<file path="config.mk">
export PLATFORM = sky130hd
export DESIGN_NAME = bird_io_bridge
export DESIGN_NICKNAME = d
export VERILOG_FILES = /design/src/rtl/bird_io_pkg.sv /design/src/rtl/bird_fifo.sv /design/src/rtl/bird_io_bridge.sv
export SDC_FILE = /design/constraint.sdc
export NUM_CORES = 1
export LEC_CHECK = 0
export BUFFER_PORTS_ARGS = -buffer_cell sky130_fd_sc_hd__buf_2
export CORE_MARGIN = 2
export CORE_UTILIZATION = 48
export CTS_CLUSTER_SIZE = 8
export DETAILED_ROUTE_END_ITERATION = 16
export MAX_ROUTING_LAYER = met4
export PLACE_DENSITY = 0.74
export SKIP_LAST_GASP = 1
export SYNTH_ARGS = -nofsm -noshare
export SYNTH_HDL_FRONTEND = slang
export SYNTH_SLANG_ARGS = --single-unit
</file>
<file path="constraint.sdc">
create_clock -name clk -period 2.65 [get_ports clk]
set_input_delay 0.265 -clock clk [delete_from_list [all_inputs] [get_ports clk]]
set_output_delay 0.265 -clock clk [all_outputs]
set_load 0.05 [all_outputs]
</file>
<file path="src/rtl/bird_io_pkg.sv">
// Shared constants for the bird CPU memory/IO bridge: address map, widths
// and status-word bit layout.
package bird_io_pkg;

    localparam int ADDR_W = 12;
    localparam int DATA_W = 16;
    localparam int CNT_W  = 4;

    localparam logic [ADDR_W-1:0] RAM_TOP        = 12'hFFB;
    localparam logic [ADDR_W-1:0] RX_STATUS_ADDR = 12'hFFC;
    localparam logic [ADDR_W-1:0] RX_DATA_ADDR   = 12'hFFD;
    localparam logic [ADDR_W-1:0] TX_DATA_ADDR   = 12'hFFE;
    localparam logic [ADDR_W-1:0] TX_STATUS_ADDR = 12'hFFF;

    localparam int ST_NONEMPTY_BIT = 0;
    localparam int ST_FULL_BIT     = 1;
    localparam int ST_OVF_BIT      = 2;
    localparam int ST_COUNT_LSB    = 4;

    // RX status has no overflow flag; callers pass 1'b0 for it.
    function automatic logic [DATA_W-1:0] status_word(
        input logic [CNT_W-1:0] count,
        input logic             ovf,
        input logic             full,
        input logic             nonempty
    );
        logic [DATA_W-1:0] w;
        w                                = '0;
        w[ST_COUNT_LSB +: CNT_W]         = count;
        w[ST_OVF_BIT]                    = ovf;
        w[ST_FULL_BIT]                   = full;
        w[ST_NONEMPTY_BIT]               = nonempty;
        return w;
    endfunction

endpackage

</file>
<file path="src/rtl/bird_fifo.sv">
// Power-of-two synchronous FIFO; push is refused when full, pop when empty.
// Head reads as zero while empty so storage needs no reset.
module bird_fifo
    import bird_io_pkg::*;
#(
    parameter int DEPTH = 4
) (
    input  logic              clk,
    input  logic              rst,
    input  logic              i_push,
    input  logic              i_pop,
    input  logic [DATA_W-1:0] i_data,
    output logic [DATA_W-1:0] o_head,
    output logic              o_full,
    output logic              o_empty,
    output logic [CNT_W-1:0]  o_count
);

    localparam int AW = $clog2(DEPTH);

    logic [DATA_W-1:0] r_mem [DEPTH];
    logic [AW-1:0]     r_rd_ptr;
    logic [AW-1:0]     r_wr_ptr;
    logic [CNT_W-1:0]  r_count;
    logic              w_do_push;
    logic              w_do_pop;

    assign o_full    = (r_count == CNT_W'(DEPTH));
    assign o_empty   = (r_count == '0);
    assign o_count   = r_count;
    assign o_head    = o_empty ? '0 : r_mem[r_rd_ptr];
    assign w_do_push = i_push & ~o_full;
    assign w_do_pop  = i_pop & ~o_empty;

    always_ff @(posedge clk or posedge rst) begin
        if (rst) begin
            r_rd_ptr <= '0;
            r_wr_ptr <= '0;
            r_count  <= '0;
        end else begin
            if (w_do_push) r_wr_ptr <= r_wr_ptr + 1'b1;
            if (w_do_pop)  r_rd_ptr <= r_rd_ptr + 1'b1;
            case ({w_do_push, w_do_pop})
                2'b10:   r_count <= r_count + 1'b1;
                2'b01:   r_count <= r_count - 1'b1;
                default: r_count <= r_count;
            endcase
        end
    end

    always_ff @(posedge clk) begin
        if (w_do_push) r_mem[r_wr_ptr] <= i_data;
    end

endmodule

</file>
<file path="src/rtl/bird_io_bridge.sv">
// Bird CPU bus to 4K RAM plus four memory-mapped FIFO registers.
// Reads are combinational; all FIFO and flag state changes on the clock edge.
module bird_io_bridge
    import bird_io_pkg::*;
#(
    parameter int RX_DEPTH = 4,
    parameter int TX_DEPTH = 4
) (
    input  logic        clk,
    input  logic        rst,
    input  logic [15:0] cpu_address,
    input  logic [15:0] cpu_data_out,
    input  logic        cpu_memwt,
    output logic [15:0] cpu_data_in,
    output logic [11:0] mem_address,
    output logic [15:0] mem_wdata,
    output logic        mem_we,
    input  logic [15:0] mem_rdata,
    input  logic        rx_valid,
    input  logic [15:0] rx_data,
    output logic        rx_ready,
    output logic        tx_valid,
    output logic [15:0] tx_data,
    input  logic        tx_ready
);

    logic [ADDR_W-1:0] w_addr;
    logic              w_unused;
    logic              w_rx_pop;
    logic              w_tx_wr;
    logic              w_tx_stat_wr;
    logic [DATA_W-1:0] w_rx_head;
    logic [DATA_W-1:0] w_tx_head;
    logic              w_rx_full;
    logic              w_rx_empty;
    logic              w_tx_full;
    logic              w_tx_empty;
    logic [CNT_W-1:0]  w_rx_count;
    logic [CNT_W-1:0]  w_tx_count;
    logic [DATA_W-1:0] w_rdata;
    logic              r_tx_ovf;

    assign w_addr       = cpu_address[ADDR_W-1:0];
    assign w_unused     = ^cpu_address[15:ADDR_W];
    assign mem_address  = w_addr;
    assign mem_wdata    = cpu_data_out;
    assign mem_we       = cpu_memwt & (w_addr <= RAM_TOP);

    // Any non-write cycle on RX_DATA is a read, so instruction fetches there would pop too.
    assign w_rx_pop     = ~cpu_memwt & (w_addr == RX_DATA_ADDR);
    assign w_tx_wr      = cpu_memwt & (w_addr == TX_DATA_ADDR);
    assign w_tx_stat_wr = cpu_memwt & (w_addr == TX_STATUS_ADDR);

    assign rx_ready     = ~w_rx_full;
    assign tx_valid     = ~w_tx_empty;
    assign tx_data      = w_tx_head;

    bird_fifo #(.DEPTH(RX_DEPTH)) u_rx_fifo (
        .clk     (clk),
        .rst     (rst),
        .i_push  (rx_valid),
        .i_pop   (w_rx_pop),
        .i_data  (rx_data),
        .o_head  (w_rx_head),
        .o_full  (w_rx_full),
        .o_empty (w_rx_empty),
        .o_count (w_rx_count)
    );

    bird_fifo #(.DEPTH(TX_DEPTH)) u_tx_fifo (
        .clk     (clk),
        .rst     (rst),
        .i_push  (w_tx_wr),
        .i_pop   (tx_ready),
        .i_data  (cpu_data_out),
        .o_head  (w_tx_head),
        .o_full  (w_tx_full),
        .o_empty (w_tx_empty),
        .o_count (w_tx_count)
    );

    // Overflow is judged on the pre-edge full flag, so a same-cycle drain does not save the word.
    always_ff @(posedge clk or posedge rst) begin
        if (rst) begin
            r_tx_ovf <= 1'b0;
        end else if (w_tx_wr && w_tx_full) begin
            r_tx_ovf <= 1'b1;
        end else if (w_tx_stat_wr) begin
            r_tx_ovf <= 1'b0;
        end
    end

    always_comb begin
        w_rdata = mem_rdata;
        case (w_addr)
            RX_STATUS_ADDR: w_rdata = status_word(w_rx_count, 1'b0, w_rx_full, ~w_rx_empty);
            RX_DATA_ADDR:   w_rdata = w_rx_head;
            TX_DATA_ADDR:   w_rdata = '0;
            TX_STATUS_ADDR: w_rdata = status_word(w_tx_count, r_tx_ovf, w_tx_full, ~w_tx_empty);
            default:        w_rdata = mem_rdata;
        endcase
    end

    assign cpu_data_in = w_rdata;

endmodule

</file>
Yosys cells after proc, flatten, opt, wreduce, memory -nomap -nowiden

Memory sizes are Yosys's and may differ from the RTL's.
Cells that the tools add are included.
W data, S select, Z words.

RAM bits: 128
Register bits after elaboration: 17
Logic and storage cells: 58
Input bits: 69
Memories kept: 2
Output and inout port bits: 63

Add/sub/neg operators: 8
Bitwise gates (word level): 13
Equal/unequal tests: 10
Magnitude comparators: 1
Reduce and logical (&&, ||, !) cells: 6
Multiplexer cells: 11

Memories:

| name            | depth | bits a word | rd ports | clocked after memory_dff | wr ports | RTL line        | text |
|---|---|---|---|---|---|---|---|
| u_rx_fifo.r_mem | 4     | 16          | 1        | 0                        | 1        | bird_fifo.sv:21 | `logic [DATA_W-1:0] r_mem [DEPTH];` |
| u_tx_fifo.r_mem | 4     | 16          | 1        | 0                        | 1        | bird_fifo.sv:21 |  |

Operator list:

| operator               | count |
|---|---|
| $pmux W16 S4           | 1 |
| $eq A12 B12 Y1 const B | 4 |
| $mux W16               | 2 |
| $pmux W4 S2            | 2 |
| $le A12 B12 Y1 const B | 1 |
| $add A2 B1 Y2 const B  | 4 |
| $add A4 B1 Y4 const B  | 2 |
| $and A1 B1 Y1          | 8 |
| $eq A4 B3 Y1 const B   | 2 |
| $logic_not A4 Y1       | 2 |
| $sub A4 B1 Y4 const B  | 2 |
| $mux W1                | 6 |
| $reduce_bool A2 Y1     | 3 |
| $not A1 Y1             | 5 |
| $eq A2 B1 Y1 const B   | 2 |
| $eq A2 B2 Y1 const B   | 2 |
| $logic_and A1 B1 Y1    | 1 |

Longest topological paths before layout

Gate-level depths: netlist (run 1).

Word-level depth: 5
Gate-level depth with buffers: 12
Gate-level depth less buffers: 11

Hierarchy

From an unflattened synthesis (run 1), not the netlist that was laid out.

Cell total of the unflattened synthesis: 402
Area, all modules: 6789.0 um^2

Modules (own cells, without submodules):

| module         | area each (um^2) | seq. area each (um^2) | times used | cells an instance |
|---|---|---|---|---|
| bird_fifo      | 3017.9           | 2122.0                | 2          | 150 |
| bird_io_bridge | 753.2            | 25.0                  | 1          | 102 |

Least setup slack after synthesis (run 1)

OpenSTA, ideal clock, no wires.

Path kind: register -> register
Start: register u_rx_fifo.r_count[2], in the netlist u_rx_fifo.o_count[2]
End: register u_rx_fifo.r_count[2], in the netlist u_rx_fifo.o_count[2]
Required time: 2525 ps
Path buffers: 2
Data arrival time: 2530 ps
Cell stages (with the launch flop): 13
Slack: -5 ps
Library setup time: 125 ps
Cell sequence: dfrtp_1 -> buf_6 -> or4_1 -> and3b_1 -> buf_6 -> nor3b_1 -> ha_1 -> xor2_1 -> ha_1 -> a21oi_1 -> xor2_1 -> nor2_1 -> xor2_1

Cells in the longest elaborated chain, start to end: 5

RTL lines:

| what                                                     | RTL line        | text |
|---|---|---|
| start: declaration                                       | bird_fifo.sv:24 | `logic [CNT_W-1:0] r_count;` |
| start signal: assignment                                 | bird_fifo.sv:44 | `2'b10: r_count <= r_count + 1'b1;` |
| start signal: assignment                                 | bird_fifo.sv:45 | `2'b01: r_count <= r_count - 1'b1;` |
| start signal: assignment                                 | bird_fifo.sv:46 | `default: r_count <= r_count;` |
| $logic_not A4 Y1 (*)                                     | bird_fifo.sv:29 | `assign o_empty = (r_count == '0);` |
| $not A1 Y1 (*)                                           | bird_fifo.sv:33 | `assign w_do_pop = i_pop & ~o_empty;` |
| $and A1 B1 Y1 (*)                                        | bird_fifo.sv:33 |  |
| named net u_rx_fifo.w_do_pop                             | bird_fifo.sv:26 | `logic w_do_pop;` |
| $eq A2 B1 Y1 / $eq A2 B2 Y1 (equally long branches)      | bird_fifo.sv:43 | `case ({w_do_push, w_do_pop})` |
| $pmux W4 S2 / $reduce_bool A2 Y1 (equally long branches) | -               |  |

Mark *: on every way through the listed nets, which the timed path passes. The rest lies on a longest branch.
A chain may end at the register's enable or synchronous reset.

Final worst setup path (run 1)

Start: register u_rx_fifo.r_count[2], in the netlist u_rx_fifo.o_count[2]
End: output port cpu_data_in[7]

Cells in the longest elaborated chain, start to end: 3

RTL lines:

| what             | RTL line             | text |
|---|---|---|
| $logic_not A4 Y1 | bird_fifo.sv:29      |  |
| $mux W16         | bird_fifo.sv:31      | `assign o_head = o_empty ? '0 : r_mem[r_rd_ptr];` |
| $pmux W16 S4     | bird_io_bridge.sv:95 | `case (w_addr)` |
| end: declaration | bird_io_bridge.sv:14 | `output logic [15:0] cpu_data_in,` |

Every way passes these cells.

==> results.cfg, run 1 <==
[route]
avgRoutedWirePerCell_microns = 18.2
routed_wl_mm = 12.5
firstDrtPassIters = 4
viasPerCell = 5.27
drcViolationCount = 0
detail-route-antenna-nets = 0
drt_iter0_drc = 282
via_count = 3633

[placed_design]
place_congestion = 0.787
io_buffers = 127
dp_hpwl_mm = 8.36
place_area_sq_um = 7060

[global_route]
grt_max_degree = 26
grt_pass1_vias = 3765
antenna_found_initial = 1
grt_pass1_wl_mm = 19.7
global_route.overflow_total = 0
grtUsageTotal_pct = 19.3

[floorplan]
die_height_microns = 119
die-area_sq_um = 14100
initial_core_util_pct = 49.6
ioPinCount = 132
rows = 41
core_area_sq_um = 12800
die_w_microns = 119

[timing]
timing.hold.ws_ns = 0.0637
max_slew_margin_pct = 41.3
tns_ns = -0.00636
setup_viol = 1
rsz0062_at_grt = yes
tightestPinTransition_ns = 0.880
post-route-period-util_pct = 100
finalMaxSlewViolations = 0
setup_ws_ns = -0.00636
fmax_mhz = 376
skew_ns = 0.00815
final-hold-violation-count = 0
period_needed_ns = 2.66

[finish]
layout-drive-gt1-share_pct = 42.2
syn2layout_area_growth_pct = 21.6
final_cell_area_sq_um = 7710
layout_common_cells = 128 x edfxtp_1, 124 x buf_2, 32 x mux4_2, 26 x buf_4, 24 x and2_1
post-route-util_pct = 60.3
nets = 586
layout_commonest_cell = edfxtp_1

[run_status]
violations = negative setup slack
status = finished, violations left

[yosys]
synthArstFlopShare_pct = 11.7
synthMuxAreaShare_pct = 12.1
synth.area.top_cells = edfxtp_1 61%, mux4_2 11%, dfrtp_1 6.7%, buf_4 3.3%, ha_1 2.8%
yosysTopAreaCellShare_pct = 60.6
synth_warnings = 0
synth_fa_ha_area_share_pct = 2.76
avgSynthCellArea_sq_um = 16.7
synth_simple_gate_area_share_pct = 7.84
yosys.cell_types.count = 39
synth-seq-cells = 145
synth_edf_count = 128
yosys.area_share.xor_xnor_pct = 2.21
synth_compound_area_share_pct = 2.55
synth_top_family_by_area = multiplexers
postSynthCellCount = 379
synth_area_sq_um = 6340
post-synth-top-area-cell = edfxtp_1
synth_ff_type = edfxtp_1
ys_seq_area_share_pct = 67.3
syn_nets = 462

[pwr]
vdd_drop_max_v = 0.000695
total_power_uw = 7630
leakage_uw = 0.00294
power.density_nw_per_um2 = 989

[flow_run]
cap_viol_max_count = 0

[cts]
cts_tree = done
root_buffer = clkbuf_16
clkLatencyLatePin_ns = 0.41
clk_pin_slew_worst_paths_ns = 0.06
cts-htree-levels = 4
cts_buffers = 17
clkSinkCount = 145
cts_buffer_depth = 2

[worst_setup_path]
criticalPathCategory = reg2out
cp_data_required_time_ns = 2.38
r2r_setup_slack_ns = 0.17
crit_arrival_ns = 2.39
crit_path_end_kind = primary output
start_kind = flop
cp_max_fo = 8

[min_path]
hp-class = in2reg
## kinds of logic after synthesis
logic type	Yosys count
AND/OR/NAND/NOR	90
buffers and inverters	55
adder cells (fa/ha/maj)	14
multiplexers	36
flip-flops	145
AO/OA/AOI/OAI	23
XOR/XNOR	16
## power breakdown
group | internal, uW | switching, uW | total [uW]
Clock | 1470 | 900 | 2370
Combinational | 848 | 1420 | 2270
Sequential | 2800 | 179 | 2980
## per-layer routing
| metal | part of all wire (%) | track usage, % |
|---|---|---|
| met5 | 0 | - |
| met4 | 2.4 | 7.81 |
| met3 | 5.0 | 5.27 |
| met2 | 52 | 31.4 |
| met1 | 40 | 22.9 |
## Yosys cell counts, drive strengths merged, types with 2 or more instances
cell type	n
edfxtp	128
buf	35
mux4	32
and2	24
nand2	23
dfrtp	17
ha	14
clkbuf	13
nor2	12
nand3	10
xor2	9
a21oi	8
inv	7
xnor2	7
a222oi	5
and3	4
and4	3
mux2	3
o21ai	3
a32oi	2
a41oi	2
nor3b	2
nor4bb	2
or4	2
## flip-flops by register name, summed over array words and instances, names as in the netlist
register,flops
u_rx_fifo.r_rd_ptr,2
u_tx_fifo.r_wr_ptr,2
u_rx_fifo.o_count,4
u_tx_fifo.r_mem,64
u_tx_fifo.o_count,4
u_rx_fifo.r_mem,64
u_tx_fifo.r_rd_ptr,2
u_rx_fifo.r_wr_ptr,2
r_tx_ovf,1
## path summary, 6_finish.rpt
path                                      start                     end  depth (start not counted)
min reg2reg                u_rx_fifo.o_count[3]    u_rx_fifo.o_count[3]                          1
max                        u_rx_fifo.o_count[2]          cpu_data_in[7]                          6
min                                 rx_data[13]  u_rx_fifo.r_mem[2][13]                          1
max in group asynchronous                   rst    u_tx_fifo.o_count[2]                          3
max reg2reg                u_rx_fifo.o_count[2]    u_rx_fifo.o_count[3]                          9
min in group asynchronous                   rst                r_tx_ovf                          3
## per-stage QoR
step | cells | worst slack (ns)
after CTS | 687 | -0.0194
final | 689 | -0.00636
after global placement | 652 | 0.132
after floorplan | 379 | 0.0462
after detailed placement | 652 | 0.0986
after global routing | 689 | -0.0808
## worst max-delay path: stages (launching register included)
cell	delay [ns]
dfrtp_1	0.38
or4_4	0.55
and3b_1	0.20
buf_6	0.14
a222oi_1	0.38
a21oi_1	0.12
buf_4	0.21
## layout make-up
cell class	instances	area, sq um
Clock inverter	14	163
Clock buffer	18	429
Inverter	7	26.3
Sequential cell	145	4270
Timing Repair Buffer	153	857
Multi-Input combinational cell	179	1740
Tap cell	172	215
Antenna cell	1	2.50
Fill cell	946	5070
## repair_timing
action | CTS | global route
pin swaps | 8 | 3
buffers inserted | 2 | 1
endpoints found under the setup margin | 6 | 4
hold buffers | 1 | 0
hold endpoints to repair | 17 | 0
gates resized for setup | 5 | 0
No activity file was read; power rests on OpenSTA's default activity.
==> run 2: changes to the inputs <==
- ABC_AREA: not set -> 1
- CORE_UTILIZATION: 48 -> 50
- PLACE_DENSITY: 0.74 -> 0.76
==> results.cfg, run 2 <==
[run_status]
status = finished clean

[floorplan]
core_area_sq_um = 13200
die_w_microns = 120
rows = 42
die-area_sq_um = 14300
initial_core_util_pct = 50.8
ioPinCount = 132
die_height_microns = 120

[min_path]
whs_path_depth = 1
hp-start = rx_data[11]
hp-class = in2reg
min_to = u_rx_fifo.r_mem[1][11]

[timing]
finalMaxSlewViolations = 0
final-hold-violation-count = 0
rsz0062_at_grt = no
max_slew_margin_pct = 52.0
period_needed_ns = 2.47
fmax_mhz = 405
skew_ns = 0.0119
post-route-period-util_pct = 93.1
tightestPinTransition_ns = 0.719
tns_ns = 0
setup_viol = 0
setup_ws_ns = 0.183

[worst_setup_path]
r2r_setup_slack_ns = 0.42
slowest_delay_ns = 0.42
regToRegEndpoint = u_rx_fifo.o_count[2]
cp_cell_sequence = inv_2, nor2_1, o21ai_0, nand3_1, nand4_1, buf_2
crit_path_end_kind = primary output
criticalPathCategory = reg2out
start_kind = flop
crit_arrival_ns = 2.20
timing.rr.start = u_rx_fifo.o_count[0]
cp.depth = 6
path_buf_inv = 2
cp_data_required_time_ns = 2.38
cp_max_fo = 33
crit_family = buffers and inverters
slowest_stage = inv_2
reg2reg_depth = 11

[placed_design]
io_buffers = 127
place_congestion = 0.958
dp_hpwl_mm = 9.43
pre_cts_slack_ns = 0.296

[finish]
antenna_cells = 0
layout_commonest_cell = edfxtp_1
syn2layout_area_growth_pct = 18.2
reg_top3 = u_rx_fifo.r_mem x64, u_tx_fifo.r_mem x64
layout-drive-gt1-share_pct = 26.0
nets = 812
layout_common_cells = 128 x edfxtp_1, 127 x buf_2, 107 x nor2_1, 86 x nand2_1, 66 x o21ai_0

[cts]
cts_buffer_depth = 2
clkLatencyLatePin_ns = 0.41
root_buffer = clkbuf_16
cts_tree = done
clkSinkCount = 145
clk_pin_slew_worst_paths_ns = 0.05
cts_buffers = 17
cts-htree-levels = 4

[yosys]
synth_edf_count = 128
synth_ff_type = edfxtp_1
netlist_top_cells_count = 128 x edfxtp_1, 107 x nor2_1, 86 x nand2_1, 66 x o21ai_0, 32 x inv_1
synth-seq-cells = 145
synth_warnings = 0
post-synth-top-area-cell = edfxtp_1
yosysMostFrequentCell = edfxtp_1
yosysTopAreaCellShare_pct = 57.3
synth.area.top_cells = edfxtp_1 57%, dfrtp_1 6.3%, nor2_1 6.0%, o21ai_0 4.9%, nand2_1 4.8%
synthArstFlopShare_pct = 11.7
avgSynthCellArea_sq_um = 10.9
syn_nets = 699
postSynthCellCount = 616
synth_area_sq_um = 6700
ys_seq_area_share_pct = 63.7
yosys.cell_types.count = 29

[global_route]
grt_pass1_vias = 4817
antenna_found_initial = 0
grt_max_degree = 35
grt_pass1_wl_mm = 22.8
grtUsageTotal_pct = 21.3
global_route.overflow_total = 0

[route]
detail-route-antenna-nets = 0
via_count = 4876
viasPerCell = 5.32
avgRoutedWirePerCell_microns = 15.5
routed_wl_mm = 14.2
drt_iter0_drc = 305
drcViolationCount = 0
firstDrtPassIters = 5

[pwr]
power.density_nw_per_um2 = 964
vdd_drop_max_v = 0.000614
leakage_uw = 0.00317

[flow_run]
cap_viol_max_count = 0
[run 2: changes by cell type in the layout (fill, tap and decap cells not counted), moves of 16 or more]
cell,change
nand4_1,+16
mux4_2,-32
nand2_1,+63
inv_1,+25
and2_1,-24
nor2_1,+95
o21ai_0,+63
[run 2: cell families after synthesis]
| kind of cell | count (synthesis) | share of synthesized area (%) |
|---|---|---|
| flops | 145 | 63.7 |
| simple gates | 253 | 17.1 |
| buf+inv | 90 | 7.11 |
| fa+ha+maj | 14 | 2.61 |
| compound gates | 106 | 8.46 |
| xor+xnor | 8 | 1.05 |
[run 2: worst max path at each step]
stage / endpoint / from / slack [ns]
final: cpu_data_in[7] / u_rx_fifo.r_rd_ptr[0] / 0.18
after global routing: cpu_data_in[7] / u_rx_fifo.r_rd_ptr[0] / 0.09
after CTS: cpu_data_in[7] / u_rx_fifo.r_rd_ptr[0] / 0.20
after detailed placement: u_tx_fifo.o_count[2] / cpu_address[7] / 0.30
after global placement: u_tx_fifo.o_count[2] / cpu_address[7] / 0.44
after floorplan: u_rx_fifo.o_count[2] / u_rx_fifo.o_count[0] / 0.23
[run 2: final cells by class]
cell class / count / area [sq um]
repair buffers: 146 / 831
fillers: 1045 / 5270
clock buffers: 19 / 433
multi-input cells: 381 / 1960
well taps: 176 / 220
clock inverters: 12 / 67.6
inverters: 38 / 143
flip-flops and latches: 145 / 4270
[run 2: metal layers]
metal | track usage [%] | up-vias | wire [microns]
met5 | - | - | 0
met4 | 8.16 | 0 | 204
met3 | 5.28 | 24 | 903
met1 | 24.0 | 2338 | 5720
met2 | 36.7 | 190 | 7420
li1 | - | 2324 | -
[run 2: through the flow]
stage          cell area (sq um)  hold slack (ns)  utilization [%]  cells  power [uW]
4_1_cts                     7920           0.0472             60.0    917        7670
5_1_grt                     7920           0.0515             60.0    917        7990
3_5_place_dp                7410            0.447             56.2    885        5650
6_report                    7920           0.0582             60.0    917        7640
2_1_floorplan               6700            0.191                -    616        4980
3_3_place_gp                7410            0.428             56.2    885        5540
[run 2: power breakdown]
| part | total, uW | switching (uW) | internal, uW |
|---|---|---|---|
| sequential | 2960 | 159 | 2800 |
| clock | 2020 | 849 | 1170 |
| combinational | 2660 | 1990 | 666 |
| total | 7640 | 3000 | 4640 |
[run 2: what timing repair did]
action | CTS | global route
hold buffers | 1 | 0
setup buffers | 0 | 0
hold endpoints to repair | 8 | 0
gates resized for setup | 0 | 0
==> run 3: changes to the inputs <==
- ABC_AREA: 1 -> not set
- CORE_UTILIZATION: 50 -> 49
==> results.cfg, run 3 (synthesis results as in run 1) <==
[run_status]
status = finished, violations left
violations = negative setup slack

[global_route]
grt_pass1_wl_mm = 19.5
grt_max_degree = 26
grtUsageTotal_pct = 19.1
antenna_found_initial = 0
grt_pass1_vias = 3782
global_route.overflow_total = 0

[worst_setup_path]
slowest_stage = or4_4
slowest_delay_ns = 0.55
crit_path_end_kind = primary output
start_kind = flop
cp_data_required_time_ns = 2.38
crit_arrival_ns = 2.41
cp_max_fo = 7
r2r_setup_slack_ns = 0.15
cp_cell_sequence = or4_4, and3b_1, buf_6, a222oi_1, a21oi_1, buf_4
criticalPathCategory = reg2out

[cts]
clkSinkCount = 145
clk_pin_slew_worst_paths_ns = 0.06
cts_buffer_depth = 2
clkLatencyLatePin_ns = 0.42
cts_tree = done
cts-htree-levels = 4
root_buffer = clkbuf_16
cts_buffers = 17

[finish]
layout_commonest_cell = edfxtp_1
nets = 589
layout-drive-gt1-share_pct = 42.6
antenna_cells = 0
reg_top3 = u_rx_fifo.r_mem x64, u_tx_fifo.r_mem x64
post-route-util_pct = 61.4
nFillCells = 923
layout_common_cells = 128 x edfxtp_1, 122 x buf_2, 32 x mux4_2, 32 x buf_4, 24 x and2_1
syn2layout_area_growth_pct = 22.2
stdcell_count = 691

[floorplan]
die_w_microns = 118
rows = 41
initial_core_util_pct = 50.2
die_height_microns = 118
die-area_sq_um = 13900
ioPinCount = 132
core_area_sq_um = 12600

[timing]
max_slew_margin_pct = 54.2
post-route-period-util_pct = 101
finalMaxSlewViolations = 0
setup_ws_ns = -0.0212
tns_ns = -0.0400
final-hold-violation-count = 0
rsz0062_at_grt = yes
period_needed_ns = 2.67
setup_viol = 2
fmax_mhz = 374
skew_ns = 0.00511
tightestPinTransition_ns = 0.686

[route]
viasPerCell = 5.32
detail-route-antenna-nets = 0
avgRoutedWirePerCell_microns = 18.0
wl_met2_mm = 6.62
drt_iter0_drc = 300
routed_wl_mm = 12.4
highest_layer = met4
m1WireLength_mm = 4.93
dr_wl_met3_microns = 617
via_count = 3677
drcViolationCount = 0
firstDrtPassIters = 5

[placed_design]
pre_cts_slack_ns = 0.0850
place_congestion = 0.760
io_buffers = 127
place_inst = 657
dp_hpwl_mm = 8.16

[pwr]
power.density_nw_per_um2 = 997
leakage_uw = 0.00297
vdd_drop_max_v = 0.000860

[min_path]
hp-class = in2reg

[flow_run]
cap_viol_max_count = 0
## run 3: changes by cell type in the layout (fill, tap and decap cells not counted), sizes merged, moves of 5 or more
cell,before,now
nor2,120,12
o21ai,77,3
nand2,87,23
mux4,0,32
inv,39,8
and2,0,24
nand3,27,10
nand4,18,1
a21oi,19,8
buf,145,155
o22a,9,0
a222oi,0,5
clkinv,10,5
## run 3: cell type report
cell class | instances | area, sq um | area share (%)
Inverter | 7 | 26.3 | 0.339
Clock inverter | 13 | 185 | 2.39
Sequential cell | 145 | 4270 | 55.1
Tap cell | 172 | 215 | 2.78
Timing Repair Buffer | 156 | 872 | 11.3
Clock buffer | 19 | 433 | 5.59
Multi-Input combinational cell | 179 | 1740 | 22.5
## run 3: per-stage QoR
stage | hold slack, ns | area (sq um) | total power, uW
3_5_place_dp | 0.406 | 7090 | 5290
4_1_cts | 0.0374 | 7740 | 7790
3_3_place_gp | 0.399 | 7090 | 5220
6_report | 0.0601 | 7750 | 7720
2_1_floorplan | 0.191 | 6340 | 4680
5_1_grt | 0.0477 | 7750 | 8030
## run 3: critical path, delay by kind of cell (launching register included)
kind / cells / cell delay (ns)
flip-flops: 1 / 0.38
AND/OR/NAND/NOR: 2 / 0.76
buffers and inverters: 2 / 0.34
AO/OA/AOI/OAI: 2 / 0.51
## run 3: path summary, 6_finish.rpt
path,to,depth (start not counted),from
setup / recovery,cpu_data_in[7],6,u_rx_fifo.o_count[2]
hold / removal,u_rx_fifo.r_mem[3][9],1,rx_data[9]
setup reg to reg,u_rx_fifo.o_count[2],10,u_rx_fifo.o_count[2]
hold reg to reg,u_tx_fifo.o_count[3],1,u_tx_fifo.o_count[3]
max in group asynchronous,u_rx_fifo.r_rd_ptr[0],3,rst
min in group asynchronous,u_rx_fifo.r_wr_ptr[1],3,rst
## run 3: report_power, final
part           total (uW)  internal [uW]  switching [uW]
Clock                2470           1570             901
Combinational        2290            835            1450
Sequential           2960           2800             156
## run 3: repair_timing
action | in CTS | in global routing
endpoints found under the hold margin | 17 | 0
buffers inserted | 1 | 0
hold buffers | 1 | 0
endpoints found under the setup margin | 6 | 6
pin swaps | 5 | 5
resized for setup | 5 | 5
## run 3: metal layers
layer  vias to the layer above  global-route usage (%)
met5                         -                       -
li1                       1681                       -
met3                        23                    4.99
met4                         0                    7.98
met2                       119                    32.8
met1                      1854                    21.3
